**src/rtl/framebuffer_reader_if.sv**
```systemverilog
// Pixel BRAM read port plus the valid/ready pixel stream carrying data and raster coordinates.
interface framebuffer_reader_if #(
   parameter int ADDR_BITS   = 18,
   parameter int PIXEL_WIDTH = 16
);
   logic [ADDR_BITS-1:0]   bram_addr;
   logic [PIXEL_WIDTH-1:0] bram_dout;
   logic                   pixel_valid;
   logic                   pixel_ready;
   logic [PIXEL_WIDTH-1:0] pixel_data;
   logic [15:0]            pixel_x;
   logic [15:0]            pixel_y;
   logic                   pixel_eol;
   logic                   pixel_last;

   modport master (
      output bram_addr,
      input  bram_dout,
      output pixel_valid,
      input  pixel_ready,
      output pixel_data,
      output pixel_x,
      output pixel_y,
      output pixel_eol,
      output pixel_last
   );

   modport slave (
      input  bram_addr,
      output bram_dout,
      input  pixel_valid,
      output pixel_ready,
      input  pixel_data,
      input  pixel_x,
      input  pixel_y,
      input  pixel_eol,
      input  pixel_last
   );
endinterface

```
**src/rtl/framebuffer_reader.sv**
```systemverilog
// Raster-order frame reader: walks the active region of the pixel BRAM and streams pixels
// with coordinates; a credit-limited skid FIFO absorbs BRAM latency under backpressure.
module framebuffer_reader #(
   parameter int FRAME_WIDTH  = 512,
   parameter int FRAME_HEIGHT = 384,
   parameter int ADDR_BITS    = 18,
   parameter int PIXEL_WIDTH  = 16,
   parameter int READ_LATENCY = 2,
   parameter int FIFO_DEPTH   = 4
) (
   input  logic                 clk,
   input  logic                 rst,
   input  logic                 start,
   input  logic [15:0]          width_in,
   input  logic [15:0]          height_in,
   output logic                 busy,
   output logic                 done,
   framebuffer_reader_if.master bus
);
   localparam int PTR_W = (FIFO_DEPTH > 1) ? $clog2(FIFO_DEPTH) : 1;
   localparam int CNT_W = $clog2(FIFO_DEPTH + 1);

   localparam logic [1:0] S_IDLE  = 2'd0;
   localparam logic [1:0] S_SCAN  = 2'd1;
   localparam logic [1:0] S_DRAIN = 2'd2;

   function automatic logic [15:0] sat_dim(input logic [15:0] v, input int lim);
      return (v > 16'(lim)) ? 16'(lim) : v;
   endfunction

   function automatic logic [ADDR_BITS-1:0] addr_of(input logic [15:0] x, input logic [15:0] y);
      return ADDR_BITS'(FRAME_WIDTH) * ADDR_BITS'(y) + ADDR_BITS'(x);
   endfunction

   function automatic logic [PTR_W-1:0] ptr_next(input logic [PTR_W-1:0] p);
      return (p == PTR_W'(FIFO_DEPTH - 1)) ? '0 : p + PTR_W'(1);
   endfunction

   logic [1:0]  state;
   logic [15:0] width_q, height_q;
   logic [15:0] rx, ry;
   logic [15:0] width_clamp, height_clamp;
   logic        issue, eol_issue, last_issue;

   logic [READ_LATENCY-1:0] vld_p;
   logic [15:0]             tag_x_p    [READ_LATENCY];
   logic [15:0]             tag_y_p    [READ_LATENCY];
   logic                    tag_eol_p  [READ_LATENCY];
   logic                    tag_last_p [READ_LATENCY];

   logic [PIXEL_WIDTH-1:0] fifo_data [FIFO_DEPTH];
   logic [15:0]            fifo_x    [FIFO_DEPTH];
   logic [15:0]            fifo_y    [FIFO_DEPTH];
   logic                   fifo_eol  [FIFO_DEPTH];
   logic                   fifo_last [FIFO_DEPTH];
   logic [PTR_W-1:0]       wr_ptr, rd_ptr;
   logic [CNT_W-1:0]       fifo_count;
   logic [CNT_W:0]         inflight, credit_sum;
   logic                   fifo_wr, fifo_rd, head_valid;

   assign width_clamp  = sat_dim(width_in, FRAME_WIDTH);
   assign height_clamp = sat_dim(height_in, FRAME_HEIGHT);

   always_comb begin
      inflight = '0;
      for (int i = 0; i < READ_LATENCY; i++) begin
         inflight = inflight + (CNT_W + 1)'(vld_p[i]);
      end
   end

   // Reads still in the BRAM pipe already own a FIFO slot, so the FIFO can never overflow.
   assign credit_sum = {1'b0, fifo_count} + inflight;
   assign issue      = (state == S_SCAN) && (credit_sum < (CNT_W + 1)'(FIFO_DEPTH));
   assign eol_issue  = (rx == width_q - 16'd1);
   assign last_issue = eol_issue && (ry == height_q - 16'd1);

   assign busy          = (state != S_IDLE);
   assign bus.bram_addr = addr_of(rx, ry);

   assign head_valid = (fifo_count != '0);
   assign fifo_wr    = vld_p[READ_LATENCY-1];
   assign fifo_rd    = head_valid && bus.pixel_ready;

   // Head fields are forced to zero while empty so the FIFO storage itself needs no reset.
   assign bus.pixel_valid = head_valid;
   assign bus.pixel_data  = head_valid ? fifo_data[rd_ptr] : '0;
   assign bus.pixel_x     = head_valid ? fifo_x[rd_ptr]    : '0;
   assign bus.pixel_y     = head_valid ? fifo_y[rd_ptr]    : '0;
   assign bus.pixel_eol   = head_valid && fifo_eol[rd_ptr];
   assign bus.pixel_last  = head_valid && fifo_last[rd_ptr];

   // Scan control: state, latched frame size and read cursor
   always_ff @(posedge clk) begin
      if (rst) begin
         state    <= S_IDLE;
         done     <= 1'b0;
         width_q  <= '0;
         height_q <= '0;
         rx       <= '0;
         ry       <= '0;
      end else begin
         done <= 1'b0;
         case (state)
            S_IDLE: begin
               if (start) begin
                  width_q  <= width_clamp;
                  height_q <= height_clamp;
                  rx       <= '0;
                  ry       <= '0;
                  if ((width_clamp == '0) || (height_clamp == '0)) begin
                     done <= 1'b1;
                  end else begin
                     state <= S_SCAN;
                  end
               end
            end
            S_SCAN: begin
               if (issue) begin
                  if (last_issue) begin
                     state <= S_DRAIN;
                  end else if (eol_issue) begin
                     rx <= '0;
                     ry <= ry + 16'd1;
                  end else begin
                     rx <= rx + 16'd1;
                  end
               end
            end
            S_DRAIN: begin
               if (fifo_rd && bus.pixel_last) begin
                  state <= S_IDLE;
                  done  <= 1'b1;
               end
            end
            default: state <= S_IDLE;
         endcase
      end
   end

   // Tag pipeline p0..pN: travels beside the BRAM read so data and coordinates arrive together
   always_ff @(posedge clk) begin
      if (rst) begin
         vld_p <= '0;
      end else begin
         vld_p[0] <= issue;
         for (int i = 1; i < READ_LATENCY; i++) begin
            vld_p[i] <= vld_p[i-1];
         end
      end
   end

   always_ff @(posedge clk) begin
      tag_x_p[0]    <= rx;
      tag_y_p[0]    <= ry;
      tag_eol_p[0]  <= eol_issue;
      tag_last_p[0] <= last_issue;
      for (int i = 1; i < READ_LATENCY; i++) begin
         tag_x_p[i]    <= tag_x_p[i-1];
         tag_y_p[i]    <= tag_y_p[i-1];
         tag_eol_p[i]  <= tag_eol_p[i-1];
         tag_last_p[i] <= tag_last_p[i-1];
      end
   end

   // Skid FIFO: pointers and occupancy
   always_ff @(posedge clk) begin
      if (rst) begin
         wr_ptr     <= '0;
         rd_ptr     <= '0;
         fifo_count <= '0;
      end else begin
         if (fifo_wr) wr_ptr <= ptr_next(wr_ptr);
         if (fifo_rd) rd_ptr <= ptr_next(rd_ptr);
         case ({fifo_wr, fifo_rd})
            2'b10:   fifo_count <= fifo_count + CNT_W'(1);
            2'b01:   fifo_count <= fifo_count - CNT_W'(1);
            default: fifo_count <= fifo_count;
         endcase
      end
   end

   always_ff @(posedge clk) begin
      if (fifo_wr) begin
         fifo_data[wr_ptr] <= bus.bram_dout;
         fifo_x[wr_ptr]    <= tag_x_p[READ_LATENCY-1];
         fifo_y[wr_ptr]    <= tag_y_p[READ_LATENCY-1];
         fifo_eol[wr_ptr]  <= tag_eol_p[READ_LATENCY-1];
         fifo_last[wr_ptr] <= tag_last_p[READ_LATENCY-1];
      end
   end
endmodule

```
**src/flat_wrapper.sv**
```systemverilog
// flat-port wrapper written by rule: the top's interface ports become plain ports
module framebuffer_reader_flat 
#(
   parameter int FRAME_WIDTH  = 512,
   parameter int FRAME_HEIGHT = 384,
   parameter int ADDR_BITS    = 18,
   parameter int PIXEL_WIDTH  = 16,
   parameter int READ_LATENCY = 2,
   parameter int FIFO_DEPTH   = 4
)
  (clk, rst, start, width_in, height_in, busy, done, bus_bram_addr, bus_bram_dout, bus_pixel_valid, bus_pixel_ready, bus_pixel_data, bus_pixel_x, bus_pixel_y, bus_pixel_eol, bus_pixel_last);
  framebuffer_reader_if #(.ADDR_BITS(ADDR_BITS), .PIXEL_WIDTH(PIXEL_WIDTH)) bus_i ();
  input  logic clk;
  input  logic rst;
  input  logic start;
  input  logic [15:0] width_in;
  input  logic [15:0] height_in;
  output logic busy;
  output logic done;
  output wire logic [$bits(bus_i.bram_addr)-1:0] bus_bram_addr;
  input wire logic [$bits(bus_i.bram_dout)-1:0] bus_bram_dout;
  output wire logic [$bits(bus_i.pixel_valid)-1:0] bus_pixel_valid;
  input wire logic [$bits(bus_i.pixel_ready)-1:0] bus_pixel_ready;
  output wire logic [$bits(bus_i.pixel_data)-1:0] bus_pixel_data;
  output wire logic [$bits(bus_i.pixel_x)-1:0] bus_pixel_x;
  output wire logic [$bits(bus_i.pixel_y)-1:0] bus_pixel_y;
  output wire logic [$bits(bus_i.pixel_eol)-1:0] bus_pixel_eol;
  output wire logic [$bits(bus_i.pixel_last)-1:0] bus_pixel_last;
  assign bus_bram_addr = bus_i.bram_addr;
  assign bus_i.bram_dout = bus_bram_dout;
  assign bus_pixel_valid = bus_i.pixel_valid;
  assign bus_i.pixel_ready = bus_pixel_ready;
  assign bus_pixel_data = bus_i.pixel_data;
  assign bus_pixel_x = bus_i.pixel_x;
  assign bus_pixel_y = bus_i.pixel_y;
  assign bus_pixel_eol = bus_i.pixel_eol;
  assign bus_pixel_last = bus_i.pixel_last;
  framebuffer_reader #(.FRAME_WIDTH(FRAME_WIDTH), .FRAME_HEIGHT(FRAME_HEIGHT), .ADDR_BITS(ADDR_BITS), .PIXEL_WIDTH(PIXEL_WIDTH), .READ_LATENCY(READ_LATENCY), .FIFO_DEPTH(FIFO_DEPTH)) u_core (.clk(clk), .rst(rst), .start(start), .width_in(width_in), .height_in(height_in), .busy(busy), .done(done), .bus(bus_i));
endmodule
```
**config.mk**
```make
export PLATFORM = sky130hd
export DESIGN_NAME = framebuffer_reader_flat
export DESIGN_NICKNAME = d
export VERILOG_FILES = /design/src/rtl/framebuffer_reader_if.sv /design/src/rtl/framebuffer_reader.sv /design/src/flat_wrapper.sv
export SDC_FILE = /design/constraint.sdc
export NUM_CORES = 1
export LEC_CHECK = 0
export ABC_AREA = 1
export ABC_CLOCK_PERIOD_IN_PS = 2950
export CORE_ASPECT_RATIO = 2
export CORE_MARGIN = 1
export CORE_UTILIZATION = 55
export CTS_BUF_LIST = sky130_fd_sc_hd__clkbuf_8 sky130_fd_sc_hd__clkbuf_16
export DETAILED_ROUTE_END_ITERATION = 12
export PLACE_DENSITY = 0.76
export SYNTH_ARGS = -nofsm -noshare
export SYNTH_HDL_FRONTEND = slang
export SYNTH_SLANG_ARGS = --single-unit
```
**constraint.sdc**
```tcl
create_clock -name clk -period 2.95 [get_ports clk]
set_clock_uncertainty 0.05 [all_clocks]
set_input_delay 0.295 -clock clk [delete_from_list [all_inputs] [get_ports clk]]
set_output_delay 0.295 -clock clk [all_outputs]
set_load 0.01 [all_outputs]
```
==> results.sh <==
export IMPL_status="complete, no violations"
export IMPL_reg2reg_slack_ns=0.30
export IMPL_path_class="flop to output pin"
export IMPL_post_route_period_util=0.963
export IMPL_p_int_uw=8970
export IMPL_drive_above_1_share=0.0940
export IMPL_drt_wl_total_um=32500
export IMPL_syn_inst=1513
export IMPL_synth_common_cells="nor2_1 (313), nand2_1 (202), edfxtp_1 (200)"
export IMPL_placedCellCount=1959
export IMPL_start_util=0.557
export IMPL_synthTopCellsByArea="edfxtp_1 (41%), dfxtp_1 (20%), nor2_1 (8.0%), nand2_1 (5.2%), o21ai_0 (4.1%)"
export IMPL_coreArea_sq_mm=0.0263
export IMPL_drv_slew=0
export IMPL_pwr_share_comb=0.265
export IMPL_yosys_mux_area_fraction=0
export IMPL_async_flop_share=0
export IMPL_diodes=0
export IMPL_fmax_mhz=352
export IMPL_synthSimpleGateAreaFrac=0.201
export IMPL_fin_crit_ns=2.84
export IMPL_wire_per_inst_um=16.1
export IMPL_total_power_uw=12700
export IMPL_clk_pin_slew_ns=0.07
export IMPL_drcViolationCount=0
export IMPL_synth_most_common_cell="nor2_1"
export IMPL_rows=84
export IMPL_p_clk_frac=0.318
export IMPL_worst_pin_slew_ns=0.677
export IMPL_critPathMaxFanout=2
export IMPL_worst_path_largest_cell_delay_ns=0.35
export IMPL_yosys_warnings=0
export IMPL_grt_max_degree=68
export IMPL_cts_root_buf="clkbuf_16"
export IMPL_place_ws_ns=-0.00192
export IMPL_io_buffers=122
export IMPL_area_growth_pct=19.6
export IMPL_vias=10800
export IMPL_grt_ovfl_total=0
export IMPL_hpwlAfterDp_um=22100
export IMPL_cts_sink_count=346
export IMPL_layout_nets=1722
export IMPL_end_kind="output pin"
export IMPL_synth_xor_area_frac=0.0341
export IMPL_insertion_delay_ns=0.55
export IMPL_setup_ws_ns=0.109
export IMPL_syn_num_nets=1586
export IMPL_grt_usage=0.241
export IMPL_leakage_uw=0.00678
export IMPL_arrival_ns=2.50
export IMPL_clk_path_buf_depth=3
export IMPL_worst_path_max_delay_cell="dfxtp_2"
export IMPL_yosys_area_top_type="edfxtp_1"
export IMPL_cp_start_kind="flop"
export IMPL_rsz0062_at_grt="true"
export IMPL_dieArea_sq_mm=0.0273
export IMPL_drtIter0Drc=598
export IMPL_die_w_um=117
export IMPL_hold_buffers=0
export IMPL_irDropWorstVdd_v=0.000585
export IMPL_numCtsBuffers=28
export IMPL_grt_pass1_vias=10800
export IMPL_cp_cell_sequence="ha_4 > inv_2 > fa_2 > o21ai_2 > a21oi_2 > o21bai_1 > buf_4 > nand2_2 > a21oi_2 > xor2_1 > buf_2"
export IMPL_synth_distinct_cells=44
export IMPL_vias_per_cell=5.35
export IMPL_synthAdderAreaFrac=0.0190
export IMPL_antenna_found_initial=0
export IMPL_synth_compound_area_share=0.0852
export IMPL_hold_viol_final=0
export IMPL_fp_dieH_um=233
export IMPL_yosys_register_bits=346
export IMPL_cp_common_cell="a21oi_2"
export IMPL_p_per_area_mw_per_mm2=724
export IMPL_worstPathRequired_ns=2.61
export IMPL_synth_edf_count=200
export IMPL_finalSetupViolCount=0
export IMPL_synth_flop_cell="edfxtp_1"
export IMPL_p_seq_frac=0.417
export IMPL_slew_limit_headroom=0.545
export IMPL_grt_first_pass_wirelength_um=51500
export IMPL_synth_top_family_by_area="simple AND/OR/NAND/NOR gates"
export IMPL_io_pins=123
export IMPL_holdCritPathClass="flop to flop"
export IMPL_critical_path_top_delay_family="compound AO/OA/AOI/OAI gates"
export IMPL_cts_tree="done"
export IMPL_ctsHtreeMaxLevel=1
export IMPL_gp_congestion=0.890
export IMPL_first_pass_iters=5
export IMPL_netlist_area_sq_mm=0.0146
export IMPL_cp_num_buf_inv=3
export IMPL_maxCapViolations=0
export IMPL_layout_cells_non_filler=2015
export IMPL_post_route_util=0.667
export IMPL_hold_ws_ns=0.276
export IMPL_power_switching_uw=3700
export IMPL_final_antenna_net_count=0
export IMPL_synth_top_area_frac=0.410
export IMPL_post_synth_cell_area_avg_sq_um=9.68
export IMPL_ys_seq_area_frac=0.610
export IMPL_switching_share=0.292
## power by group through the flow
stage / Sequential (uW) / Combinational, uW / Clock [uW]
4_1_cts: 5280 / 3370 / 4090
2_1_floorplan: 5360 / 1770 / 0
6_report: 5290 / 3360 / 4030
3_3_place_gp: 5380 / 3280 / 0
5_1_grt: 5300 / 3670 / 4270
3_5_place_dp: 5390 / 3350 / 0
## path summary, 6_finish.rpt
check	startpoint	endpoint	depth (start not counted)
setup / recovery	u_core.rx[9]	bus_bram_addr[17]	11
hold / removal	u_core.tag_y_p[0][9]	u_core.tag_y_p[0][25]	0
setup reg to reg	u_core.width_q[0]	u_core.rx[6]	16
hold reg to reg	u_core.tag_y_p[0][9]	u_core.tag_y_p[0][25]	0
## worst reg2reg max path, delay by kind of cell (launching register included)
kind / cells / cell delay (ns)
AND/OR/NAND/NOR: 11 / 1.40
AO/OA/AOI/OAI: 1 / 0.15
buffers and inverters: 3 / 0.36
adder cells (fa/ha/maj): 1 / 0.26
flip-flops: 1 / 0.34
## cells in the final DEF, fill, tap and decap left out, types with 3 or more instances in the layout
master,synthesis,final
nor2_1,313,313
nand2_1,202,201
edfxtp_1,200,200
dfxtp_1,146,141
o21ai_0,120,118
clkdlybuf4s50_1,0,117
inv_1,109,108
a21oi_1,90,87
nand3_1,47,47
buf_4,11,43
xor2_1,37,37
nand4_1,29,29
clkbuf_16,0,29
xnor2_1,20,20
nor3_1,19,18
ha_1,19,17
nand3b_1,15,15
inv_2,7,13
nor4_1,9,9
nor2_4,7,7
nor2_2,7,7
a21oi_2,3,6
bufinv_16,0,6
buf_12,0,6
clkinv_1,5,5
o22ai_1,5,5
o32ai_1,5,5
nand2_2,3,4
dfxtp_2,0,4
clkinv_2,0,4
o21ai_1,2,3
nand3_4,3,3
nor2_8,3,3
o211ai_1,3,3
inv_6,0,3
## metal layers
layer	track usage	up-vias	wire length (um)
li1	-	5336	-
met1	0.231	5009	11500
met2	0.474	320	17700
met3	0.0235	122	1270
met4	0.165	0	2020
met5	0	-	0
## state kept, by name, indices dropped and copies added, names as in the netlist, 16 cells and up, named ones only
name              count
u_core.fifo_data     64
u_core.fifo_x        64
u_core.fifo_y        64
u_core.tag_x_p       32
u_core.tag_y_p       32
u_core.height_q      16
u_core.rx            16
u_core.ry            16
u_core.width_q       16
## metrics by stage
stage / area [sq um] / TNS [ns]
after floorplan: 14600 / 0
after global placement: 16400 / 0
after detailed placement: 16400 / -0.00192
after CTS: 17500 / 0
after global routing: 17500 / -0.0413
final: 17500 / 0
## repair_timing
item	in CTS	in global routing
gates resized for setup	17	12
setup endpoints to repair	5	10
pin swaps	2	2
setup buffers	4	0
## logic make-up after synthesis
kind of cell    count (synthesis)
xor+xnor                       57
simple gates                  666
flops                         346
fa+ha+maj                      21
compound gates                236
buf+inv                       187
## final cells by class
type	instances	area [sq um]
clock inverters	21	265
fillers	2010	8750
inverters	121	458
clock buffers	31	753
repair buffers	172	1660
multi-input cells	980	5020
well taps	344	430
flip-flops and latches	346	8940
Note: power is estimated with default switching activity, not from simulation.
